==> src/rtl/lc4_isa_pkg.sv <==
// LC4 ISA definitions shared by the decode stage: opcode encodings, link register
// and the packed bundle of per-instruction decode flags.
package lc4_isa_pkg;

   localparam int OPC_W    = 5;
   localparam int LINK_REG = 7;

   localparam logic [OPC_W-1:0] OP_BR_LAST = 5'b00100;
   localparam logic [OPC_W-1:0] OP_ADD     = 5'b00101;
   localparam logic [OPC_W-1:0] OP_SUB     = 5'b00110;
   localparam logic [OPC_W-1:0] OP_ADDI    = 5'b00111;
   localparam logic [OPC_W-1:0] OP_JSR     = 5'b01000;
   localparam logic [OPC_W-1:0] OP_ANDI    = 5'b01001;
   localparam logic [OPC_W-1:0] OP_RTI     = 5'b01010;
   localparam logic [OPC_W-1:0] OP_CONST   = 5'b01011;
   localparam logic [OPC_W-1:0] OP_SLL     = 5'b01100;
   localparam logic [OPC_W-1:0] OP_SRL     = 5'b01101;
   localparam logic [OPC_W-1:0] OP_SDRH    = 5'b01110;
   localparam logic [OPC_W-1:0] OP_SDRL    = 5'b01111;
   localparam logic [OPC_W-1:0] OP_CHKL    = 5'b10000;
   localparam logic [OPC_W-1:0] OP_SDL     = 5'b10010;
   localparam logic [OPC_W-1:0] OP_CHKH    = 5'b10011;
   localparam logic [OPC_W-1:0] OP_TCS     = 5'b10100;
   localparam logic [OPC_W-1:0] OP_TCDH    = 5'b10101;

   typedef struct packed {
      logic r1re;
      logic r2re;
      logic regfile_we;
      logic nzp_we;
      logic select_pc_plus_one;
      logic is_branch;
      logic is_control_insn;
   } decode_flags_t;

endpackage

==> src/rtl/lc4_decode_comb.sv <==
// Pure combinational LC4 decoder: instruction word to register selects and decode flags.
module lc4_decode_comb #(
   parameter int INSN_W = 20,
   parameter int OPC_W  = 5,
   parameter int REG_W  = 5
) (
   input  logic [INSN_W-1:0]          insn,
   output lc4_isa_pkg::decode_flags_t flags,
   output logic [REG_W-1:0]           r1sel,
   output logic [REG_W-1:0]           r2sel,
   output logic [REG_W-1:0]           wsel
);
   import lc4_isa_pkg::*;

   logic [OPC_W-1:0] opc;
   assign opc = insn[INSN_W-1 -: OPC_W];

   always_comb begin
      // NOTE: every output gets a default before the case so no path leaves one unassigned (no latch).
      flags = '0;
      r1sel = insn[2*REG_W-1 -: REG_W];
      r2sel = insn[REG_W-1:0];
      wsel  = insn[3*REG_W-1 -: REG_W];
      case (opc)
         OP_ADD, OP_SUB, OP_SLL, OP_SRL, OP_SDRH, OP_SDRL, OP_SDL, OP_TCS, OP_TCDH: begin
            flags.r1re = 1'b1;
            flags.r2re = 1'b1;
         end
         OP_ADDI, OP_ANDI, OP_CHKL, OP_CHKH: flags.r1re = 1'b1;
         OP_JSR: begin
            wsel                     = REG_W'(LINK_REG);
            flags.select_pc_plus_one = 1'b1;
            flags.is_control_insn    = 1'b1;
         end
         OP_RTI: begin
            r1sel                 = REG_W'(LINK_REG);
            flags.is_control_insn = 1'b1;
         end
         default: ;
      endcase
      flags.is_branch  = (opc <= OP_BR_LAST);
      flags.nzp_we     = flags.r1re | (opc == OP_CONST) | (opc == OP_JSR);
      // CHKL/CHKH set condition codes only; they never write the register file.
      flags.regfile_we = flags.nzp_we & (opc != OP_CHKL) & (opc != OP_CHKH);
   end

endmodule

==> src/rtl/lc4_decode_stage.sv <==
// Registered LC4 decode stage with valid/ready handshake, flush, and a per-register
// pending-write scoreboard that stalls RAW/WAW-overflow hazards.
module lc4_decode_stage #(
   parameter int INSN_W   = 20,
   parameter int OPC_W    = 5,
   parameter int REG_W    = 5,
   parameter int SB_CNT_W = 2
) (
   input  logic              clk,
   input  logic              rst,
   input  logic              in_valid,
   input  logic [INSN_W-1:0] in_insn,
   output logic              in_ready,
   output logic              out_valid,
   input  logic              out_ready,
   output logic [INSN_W-1:0] out_insn,
   output logic [REG_W-1:0]  out_r1sel,
   output logic [REG_W-1:0]  out_r2sel,
   output logic [REG_W-1:0]  out_wsel,
   output logic              out_r1re,
   output logic              out_r2re,
   output logic              out_regfile_we,
   output logic              out_nzp_we,
   output logic              out_select_pc_plus_one,
   output logic              out_is_branch,
   output logic              out_is_control_insn,
   input  logic              wb_valid,
   input  logic [REG_W-1:0]  wb_sel,
   input  logic              flush,
   output logic              stall_hazard
);
   import lc4_isa_pkg::*;

   localparam int NUM_REGS = 2**REG_W;
   localparam logic [SB_CNT_W-1:0] CNT_MAX = '1;

   decode_flags_t      dec_flags;
   logic [REG_W-1:0]   dec_r1sel, dec_r2sel, dec_wsel;
   decode_flags_t      out_flags;

   logic [SB_CNT_W-1:0] pend      [NUM_REGS];
   logic [SB_CNT_W-1:0] pend_next [NUM_REGS];
   logic [SB_CNT_W:0]   cnt_up    [NUM_REGS];
   logic [SB_CNT_W:0]   cnt_down  [NUM_REGS];
   logic [NUM_REGS-1:0] sb_underflow;

   logic hazard, accept, flush_dec;

   lc4_decode_comb #(
      .INSN_W (INSN_W),
      .OPC_W  (OPC_W),
      .REG_W  (REG_W)
   ) u_decode (
      .insn  (in_insn),
      .flags (dec_flags),
      .r1sel (dec_r1sel),
      .r2sel (dec_r2sel),
      .wsel  (dec_wsel)
   );

   // No bypass: a writeback only becomes visible through pend on the following cycle.
   assign hazard = in_valid & ((dec_flags.r1re       & (pend[dec_r1sel] != '0))
                             | (dec_flags.r2re       & (pend[dec_r2sel] != '0))
                             | (dec_flags.regfile_we & (pend[dec_wsel]  == CNT_MAX)));

   assign stall_hazard = hazard;
   assign in_ready     = (~out_valid | out_ready) & ~hazard & ~flush & ~rst;
   assign accept       = in_valid & in_ready;
   assign flush_dec    = flush & out_valid & out_flags.regfile_we;

   always_comb begin
      for (int i = 0; i < NUM_REGS; i++) begin
         cnt_up[i]       = {1'b0, pend[i]}
                         + (SB_CNT_W+1)'(accept & dec_flags.regfile_we & (dec_wsel == REG_W'(i)));
         cnt_down[i]     = (SB_CNT_W+1)'(wb_valid & (wb_sel == REG_W'(i)))
                         + (SB_CNT_W+1)'(flush_dec & (out_wsel == REG_W'(i)));
         sb_underflow[i] = cnt_up[i] < cnt_down[i];
         pend_next[i]    = sb_underflow[i] ? '0 : SB_CNT_W'(cnt_up[i] - cnt_down[i]);
      end
   end

   always_ff @(posedge clk) begin
      if (rst) begin
         out_valid <= 1'b0;
         out_insn  <= '0;
         out_r1sel <= '0;
         out_r2sel <= '0;
         out_wsel  <= '0;
         out_flags <= '0;
         // NOTE: the scoreboard array is control state, so it is reset explicitly like any flop.
         for (int i = 0; i < NUM_REGS; i++) pend[i] <= '0;
      end else begin
         // NOTE: sequential state uses non-blocking assignment so all flops update together.
         pend <= pend_next;
         if (accept) begin
            out_valid <= 1'b1;
            out_insn  <= in_insn;
            out_r1sel <= dec_r1sel;
            out_r2sel <= dec_r2sel;
            out_wsel  <= dec_wsel;
            out_flags <= dec_flags;
         end else if (out_ready | flush) begin
            out_valid <= 1'b0;
         end
      end
   end

   // Retiring a writer that was never counted is a downstream protocol error.
   always_ff @(posedge clk) begin
      if (!rst) assert (sb_underflow == '0);
   end

   assign out_r1re               = out_flags.r1re;
   assign out_r2re               = out_flags.r2re;
   assign out_regfile_we         = out_flags.regfile_we;
   assign out_nzp_we             = out_flags.nzp_we;
   assign out_select_pc_plus_one = out_flags.select_pc_plus_one;
   assign out_is_branch          = out_flags.is_branch;
   assign out_is_control_insn    = out_flags.is_control_insn;

endmodule

==> config.mk <==
export PLATFORM = sky130hd
export DESIGN_NAME = lc4_decode_stage
export DESIGN_NICKNAME = d
export VERILOG_FILES = /design/src/rtl/lc4_isa_pkg.sv /design/src/rtl/lc4_decode_comb.sv /design/src/rtl/lc4_decode_stage.sv
export SDC_FILE = /design/constraint.sdc
export NUM_CORES = 1
export LEC_CHECK = 0
export CAP_MARGIN = 10
export CORE_MARGIN = 2
export CORE_UTILIZATION = 60
export CTS_BUF_LIST = sky130_fd_sc_hd__clkbuf_4 sky130_fd_sc_hd__clkbuf_8
export DETAILED_ROUTE_END_ITERATION = 10
export PLACE_DENSITY_LB_ADDON = 0.2
export SLEW_MARGIN = 20
export SYNTH_ARGS = -nofsm -noshare
export SYNTH_HDL_FRONTEND = slang
export SYNTH_SLANG_ARGS = --single-unit
==> constraint.sdc <==
create_clock -name clk -period 5.45 [get_ports clk]
set_clock_uncertainty 0.1 [all_clocks]
set_input_delay 0.8175 -clock clk [delete_from_list [all_inputs] [get_ports clk]]
set_output_delay 0.8175 -clock clk [all_outputs]
set_load 0.005 [all_outputs]
# [Word level (Yosys, flattened, before mapping)]
# Cells that the tools add are included.
[word_totals] regBits=107 latch_bits=0 ramBits=0 mem_bits_ro=0 input_bits=31 output_inout_bits=45 n_memories=0
[op_classes] add_sub_neg=96 multipliers=0 div=0 order_cmp=36 eq_ne=112 n_shift=0 mux=17 bitwise=122 n_reduce_logical=41
[ops] operator="5-bit equality test, second input constant" n=53
[ops] operator="5-bit by 4-bit equality test with 1-bit output, second input constant" n=32
[ops] operator="3-bit by 2-bit less-than comparator with 1-bit output" n=32
[ops] operator="2-bit by 3-bit adder with 3-bit output" n=31
[ops] operator="3-bit by 1-bit AND with 3-bit output" n=31
[ops] operator="1-bit AND" n=78
[ops] operator="5-bit by 3-bit equality test with 1-bit output, second input constant" n=15
[ops] operator="2-bit OR reduction" n=33
[ops] operator="1-bit by 1-bit adder with 2-bit output" n=32
[ops] operator="2-bit subtractor" n=32
[ops] operator="2-bit binary-select mux with 5-bit select" n=3
[ops] operator="5-bit by 2-bit equality test with 1-bit output, second input constant" n=6
[ops] operator="6-bit greater-or-equal comparator, second input constant" n=3
[ops] operator="5-bit NOT with 6-bit output" n=3
[ops] operator="5-bit by 1-bit equality test with 1-bit output, second input constant" n=3
[ops] operator="5-bit zero test" n=3
[ops] operator="13-bit OR reduction" n=1
[ops] operator="2-bit two-way mux" n=6
[ops] operator="5-bit two-way mux" n=2
[ops] operator="5-bit != test, second input constant" n=2
[ops] operator="9-bit OR reduction" n=1
[ops] operator="1-bit two-way mux" n=6
[ops] operator="1-bit OR" n=6
[ops] operator="2-bit nonzero test" n=3
[ops] operator="4 further kinds" n=7

# [Logic depth before layout (Yosys ltp)]
[logic_depth] depth_word=21 mapped_depth=19

# [Modules after synthesis]
# From an unflattened synthesis, not the netlist that was laid out.
[unflattened] cells_unflattened=956 hier_area_um2=8765.9
[by_module_without_submodules] mod="lc4_decode_stage" n_inst=1 cells_each=918 area_each_um2=8493.1 seq_area_each_um2=2142.1
[by_module_without_submodules] mod="lc4_decode_comb" n_inst=1 cells_each=38 area_each_um2=272.8 seq_area_each_um2=0.0

# [Worst setup path after synthesis]
# No wires, ideal clock.
[synth_path] path_type="input to register" from="in in_insn[15]" to="reg pend[23] (netlist name)" setup_ns=0.080 t_arrival_ns=3.819 t_required_ns=5.270 path_slack_ns=1.451 stages=16 path_cell_list="buf_6 or3b_1 buf_6 o21ai_4 a221o_1 a311oi_1 o221ai_1 and4_1 buf_6 nand2_8 buf_8 a2111oi_2 ha_1 fa_1 xor2_1 nor3b_1"
[synth_via] elab_chain_len=21 elab_cells_between_ends=56 cone_classes="add/sub (2); order compare (1); eq/ne (20); mux (10); bitwise (19); reduce/logical (4)"
[synth_rtl] element="from (decl)" line_no="lc4_decode_stage.sv:12" text="input logic [INSN_W-1:0] in_insn,"
[synth_rtl] element="5-bit by 4-bit equality test with 1-bit output" line_no="lc4_decode_comb.sv:24" text="case (opc)"
[synth_rtl] element="5-bit two-way mux" line_no="lc4_decode_comb.sv:24"
[synth_rtl] element="5-bit NOT with 6-bit output (implied by the code)" line_no="lc4_decode_stage.sv:62" text="assign hazard = in_valid & ((dec_flags.r1re & (pend[dec_r1sel] != '0))"
[synth_rtl] element="2-bit binary-select mux with 5-bit select" line_no="lc4_decode_stage.sv:62"
[synth_rtl] element="2-bit two-way mux (implied by the code) (2 in series)" line_no="lc4_decode_stage.sv:62"
[synth_rtl] element="2-bit nonzero test" line_no="lc4_decode_stage.sv:62"
[synth_rtl] element="1-bit AND" line_no="lc4_decode_stage.sv:62"
[synth_rtl] element="1-bit OR" line_no="lc4_decode_stage.sv:63" text="| (dec_flags.r2re & (pend[dec_r2sel] != '0))"
[synth_rtl] element="(+2 left out)"
[synth_rtl] element="1-bit NOT" line_no="lc4_decode_stage.sv:67" text="assign in_ready = (~out_valid | out_ready) & ~hazard & ~flush & ~rst;"
[synth_rtl] element="1-bit AND (3 in series)" line_no="lc4_decode_stage.sv:67"
[synth_rtl] element="1-bit AND" line_no="lc4_decode_stage.sv:68" text="assign accept = in_valid & in_ready;"
[synth_rtl] element="1-bit AND" line_no="lc4_decode_stage.sv:74" text="+ (SB_CNT_W+1)'(accept & dec_flags.regfile_we & (dec_wsel == REG_W'(i)));"
[synth_rtl] element="3-bit by 1-bit AND with 3-bit output *" line_no="lc4_decode_stage.sv:74"
[synth_rtl] element="2-bit by 3-bit adder with 3-bit output *" line_no="lc4_decode_stage.sv:74"
[synth_rtl] element="3-bit by 2-bit less-than comparator with 1-bit output" line_no="lc4_decode_stage.sv:77" text="sb_underflow[i] = cnt_up[i] < cnt_down[i];"
[synth_rtl] element="2-bit OR reduction (no source line)"
[synth_rtl] element="to (signal assigned)" line_no="lc4_decode_stage.sv:94" text="pend <= pend_next;"
[synth_rtl] element="to (decl)" line_no="lc4_decode_stage.sv:41" text="logic [SB_CNT_W-1:0] pend [NUM_REGS];"
# Mark *: on every way between the ends. The rest lies on a longest branch, timed or not. The select of a mux whose other input is x is not followed.
# A chain may end at the register's enable or synchronous reset.

# [Final worst setup path]
[layout_path] from="in in_insn[1]" to="out stall_hazard"
[layout_via] elab_chain_len=9
[layout_rtl] element="5-bit NOT with 6-bit output (implied by the code)" line_no="lc4_decode_stage.sv:63"
[layout_rtl] element="2-bit binary-select mux with 5-bit select" line_no="lc4_decode_stage.sv:63"
[layout_rtl] element="2-bit two-way mux (implied by the code) (2 in series)" line_no="lc4_decode_stage.sv:63"
[layout_rtl] element="2-bit nonzero test" line_no="lc4_decode_stage.sv:63"
[layout_rtl] element="1-bit AND" line_no="lc4_decode_stage.sv:63"
[layout_rtl] element="1-bit OR" line_no="lc4_decode_stage.sv:63"
[layout_rtl] element="1-bit OR" line_no="lc4_decode_stage.sv:64" text="| (dec_flags.regfile_we & (pend[dec_wsel] == CNT_MAX)));"
[layout_rtl] element="1-bit AND" line_no="lc4_decode_stage.sv:62"
[layout_rtl] element="to (decl)" line_no="lc4_decode_stage.sv:30" text="output logic stall_hazard"
# No other way between the ends. The select of a mux whose other input is x is not followed.

==> impl_metrics.csv <==
group,metric,value,unit
sta,timing.fmax,0.1972,GHz
power,cellLeakagePower,4.083,nW
global_route,grt_pass1_wl,39990,um
route,drt-wirelength-per-cell,20.07,um
global_route,grt_pass1_vias,7513,
floorplanning,fp-row-count,44,
route,detail-route-antenna-nets,0,
run,maxCapViolations,0,
sta,hold_viol,0,
synthesis,yosys.cell_types.count,77,
clock_tree,clockBufferDepth,2,
sta,timing.hold.ws,381.6,ps
placement,gp_congestion,1.002,
clock_tree,numCtsBuffers,9,
route,routed_wl,24850,um
finish,multi_input_area,6180,um^2
synthesis,postSynthAreaPerCell,8.806,um^2
synthesis,synth.yosys.seq_area_share,0.2317,
clock_tree,ctsResizeCount,0,
synthesis,yosysWarnings,0,
synthesis,synth_edf_count,0,
floorplanning,io-pin-count,76,
sta,rsz0062_at_grt,"false",
placement,portBuffers,75,
clock_tree,h-tree-depth,3,
synthesis,ys_ff_latch,102,
finish,fill_cells,1199,
setup_path,crit_fanout,16,
sta,finalMaxSlewViolations,0,
finish,fin_area,9856,um^2
route,remaining_drc_errors,0,
floorplanning,dieArea,15680,um^2
global_route,globalRouteOverflowTotal,0,
floorplanning,die_y,125.2,um
clock_tree,cts_hold_buf,0,
floorplanning,die_width,125.2,um
placement,dp_hpwl,19070,um
floorplanning,core_area,14420,um^2
power,pwr_density_cell,166.2,nW/um^2
global_route,antenna_found_initial,0,
finish,antenna-diode-count,0,
synthesis,ys.flop_type,"dfxtp_1",
setup_path,startpoint_type,"input pin",
synthesis,synthCells,1001,
finish,drive_gt1_frac,0.08065,
synthesis,yosys-top-cells-area,"dfxtp_1, ha_1, fa_1",
synthesis,synth_nets,1192,
sta,worst_pin_slew,809.9,ps
power,ir_worst_vdd,0.1333,mV
global_route,grt_max_degree,76,
setup_path,rrSetupSlack,1320,ps
synthesis,yosys.area.top_type,"dfxtp_1",
synthesis,synth_area,8815,um^2
setup_path,critical_path_class,"in -> out",
clock_tree,clk_latency,400,ps
clock_tree,cts_root_buf,"clkbuf_8",
setup_path,end_kind,"output port",
global_route,track_usage,0.3212,
route,viasPerCell,6.244,
sta,post-route-period-util,0.9306,
finish,nets,1241,
status,status,"finished, final reports clean",
placement,place_area,9629,um^2
synthesis,synth_top_area_frac,0.2317,
floorplanning,initial_core_util,0.6111,
sta,fin_crit,5072,ps
power,fin_total_pwr,1.638,mW
setup_path,cp_data_required_time,4530,ps
synthesis,async_flop_share,0,
sta,setup_tns,0,ps
sta,setup_violations,0,
route,firstDrtPassIters,5,
clock_tree,clock_sinks,102,
setup_path,worstPathArrival,4150,ps
route,drtIter0Drc,861,
finish,regArea,2042,um^2
sta,fin_ws,378.3,ps
sta,slew_headroom,0.4601,
hold_path,hp-class,"reg -> reg",
clock_tree,post_cts.repair.setup_buffers,0,
clock_tree,cts_tree,"yes",
route,num_vias,7730,
clock_tree,clk_pin_slew,100,ps
placement,dp_worst_setup_slack,249.6,ps
finish,area_growth,11.81,%
[cells in the mapped netlist (7+ instances only)]
master / instances
nor2_1: 154
ha_1: 128
dfxtp_1: 102
inv_1: 73
nor3_1: 54
a21oi_1: 49
nand2_1: 39
nor3b_1: 38
fa_1: 32
xor2_1: 32
nor2b_1: 29
nand2b_1: 27
clkbuf_1: 23
nor4_1: 17
mux2i_1: 16
nand3_1: 14
o21ai_0: 14
buf_2: 12
mux2_4: 12
a311oi_1: 9
mux4_2: 9
buf_4: 8
o211ai_1: 7
[report_power, final]
part | internal, mW | leakage, nW | switching, mW
combinational | 0.127 | 3.15 | 0.167
sequential | 0.764 | 0.825 | 0.0163
clock | 0.287 | 0.112 | 0.277
[worst max-delay path, cell delays in order]
cell             delay (ps)
clkdlybuf4s50_1         580
buf_4                   250
inv_2                   130
mux4_2                  550
o32ai_1                 240
nor4b_1                 100
o32a_1                  340
and4_1                  220
buf_4                   220
nor2b_1                 180
clkdlybuf4s50_1         520
[registers in the layout, summed over array words and instances (netlist names)]
name / flops
pend: 64
out_insn: 20
out_r1sel: 5
out_wsel: 5
out_is_branch: 1
out_is_control_insn: 1
out_nzp_we: 1
out_r1re: 1
out_r2re: 1
out_regfile_we: 1
out_select_pc_plus_one: 1
out_valid: 1
[cells in the final DEF (no fill, tap or decap), types with 3 or more instances in the layout]
master	synthesis	layout
nor4b_1	3	3
o211ai_1	7	7
nor2_1	154	154
or2_2	4	4
a2111oi_0	6	6
buf_4	8	18
nor4_1	17	17
mux4_2	9	9
o32ai_1	3	3
xor2_1	32	32
dfxtp_1	102	102
o21ai_0	14	14
mux2_4	12	12
mux2_2	5	5
nand3_1	14	14
nor3b_1	38	38
clkbuf_8	0	11
a2111oi_2	6	6
fa_1	32	32
and2_1	3	3
a21oi_1	49	49
nor3_1	54	54
mux2i_1	16	16
ha_1	128	128
nand2_1	39	39
a211oi_1	6	6
nor2b_1	29	29
clkdlybuf4s50_1	0	74
a311oi_1	9	9
nand2b_1	27	27
inv_1	73	73
[cell families (layout without fill, tap and decap cells)]
| kind of cell | after synthesis | count (layout) | share of synthesized area |
|---|---|---|---|
| AND/OR/NAND/NOR | 397 | 397 | 0.2318 |
| adder cells (fa/ha/maj) | 160 | 160 | 0.2544 |
| AO/OA/AOI/OAI | 137 | 137 | 0.1141 |
| buffers and inverters | 130 | 183 | 0.06728 |
| flip-flops | 102 | 102 | 0.2317 |
| multiplexers | 42 | 42 | 0.06799 |
| XOR/XNOR | 33 | 33 | 0.03279 |
[per-layer routing]
metal  vias up  track usage  wire (um)
li1       3573            -          -
met1      3680       0.4455      10730
met2       403       0.4850      10900
met3        74      0.06675       2356
met4         0       0.1425        859
met5         -            0          0
[path summary, 6_finish.rpt]
check / endpoint / from / cells after the start
setup / recovery: stall_hazard / in_insn[1] / 11
setup reg to reg: pend[29] / pend[36] / 12
hold reg to reg: out_insn[7] / out_insn[7] / 2
hold / removal: out_insn[7] / out_insn[7] / 2
[area by class of cell]
type	instances	area share
Clock buffer	12	0.01612
Multi-Input combinational cell	769	0.6270
Sequential cell	102	0.2072
Inverter	75	0.02856
Tap cell	184	0.02336
Clock inverter	3	0.006855
Timing Repair Buffer	93	0.09090
[through the flow]
step           std cells  utilization
4_1_cts             1238       0.6833
3_3_place_gp        1223       0.6676
3_5_place_dp        1223       0.6676
5_1_grt             1238       0.6833
2_1_floorplan       1001            -
6_report            1238       0.6833
No activity file was read; power rests on OpenSTA's default activity.
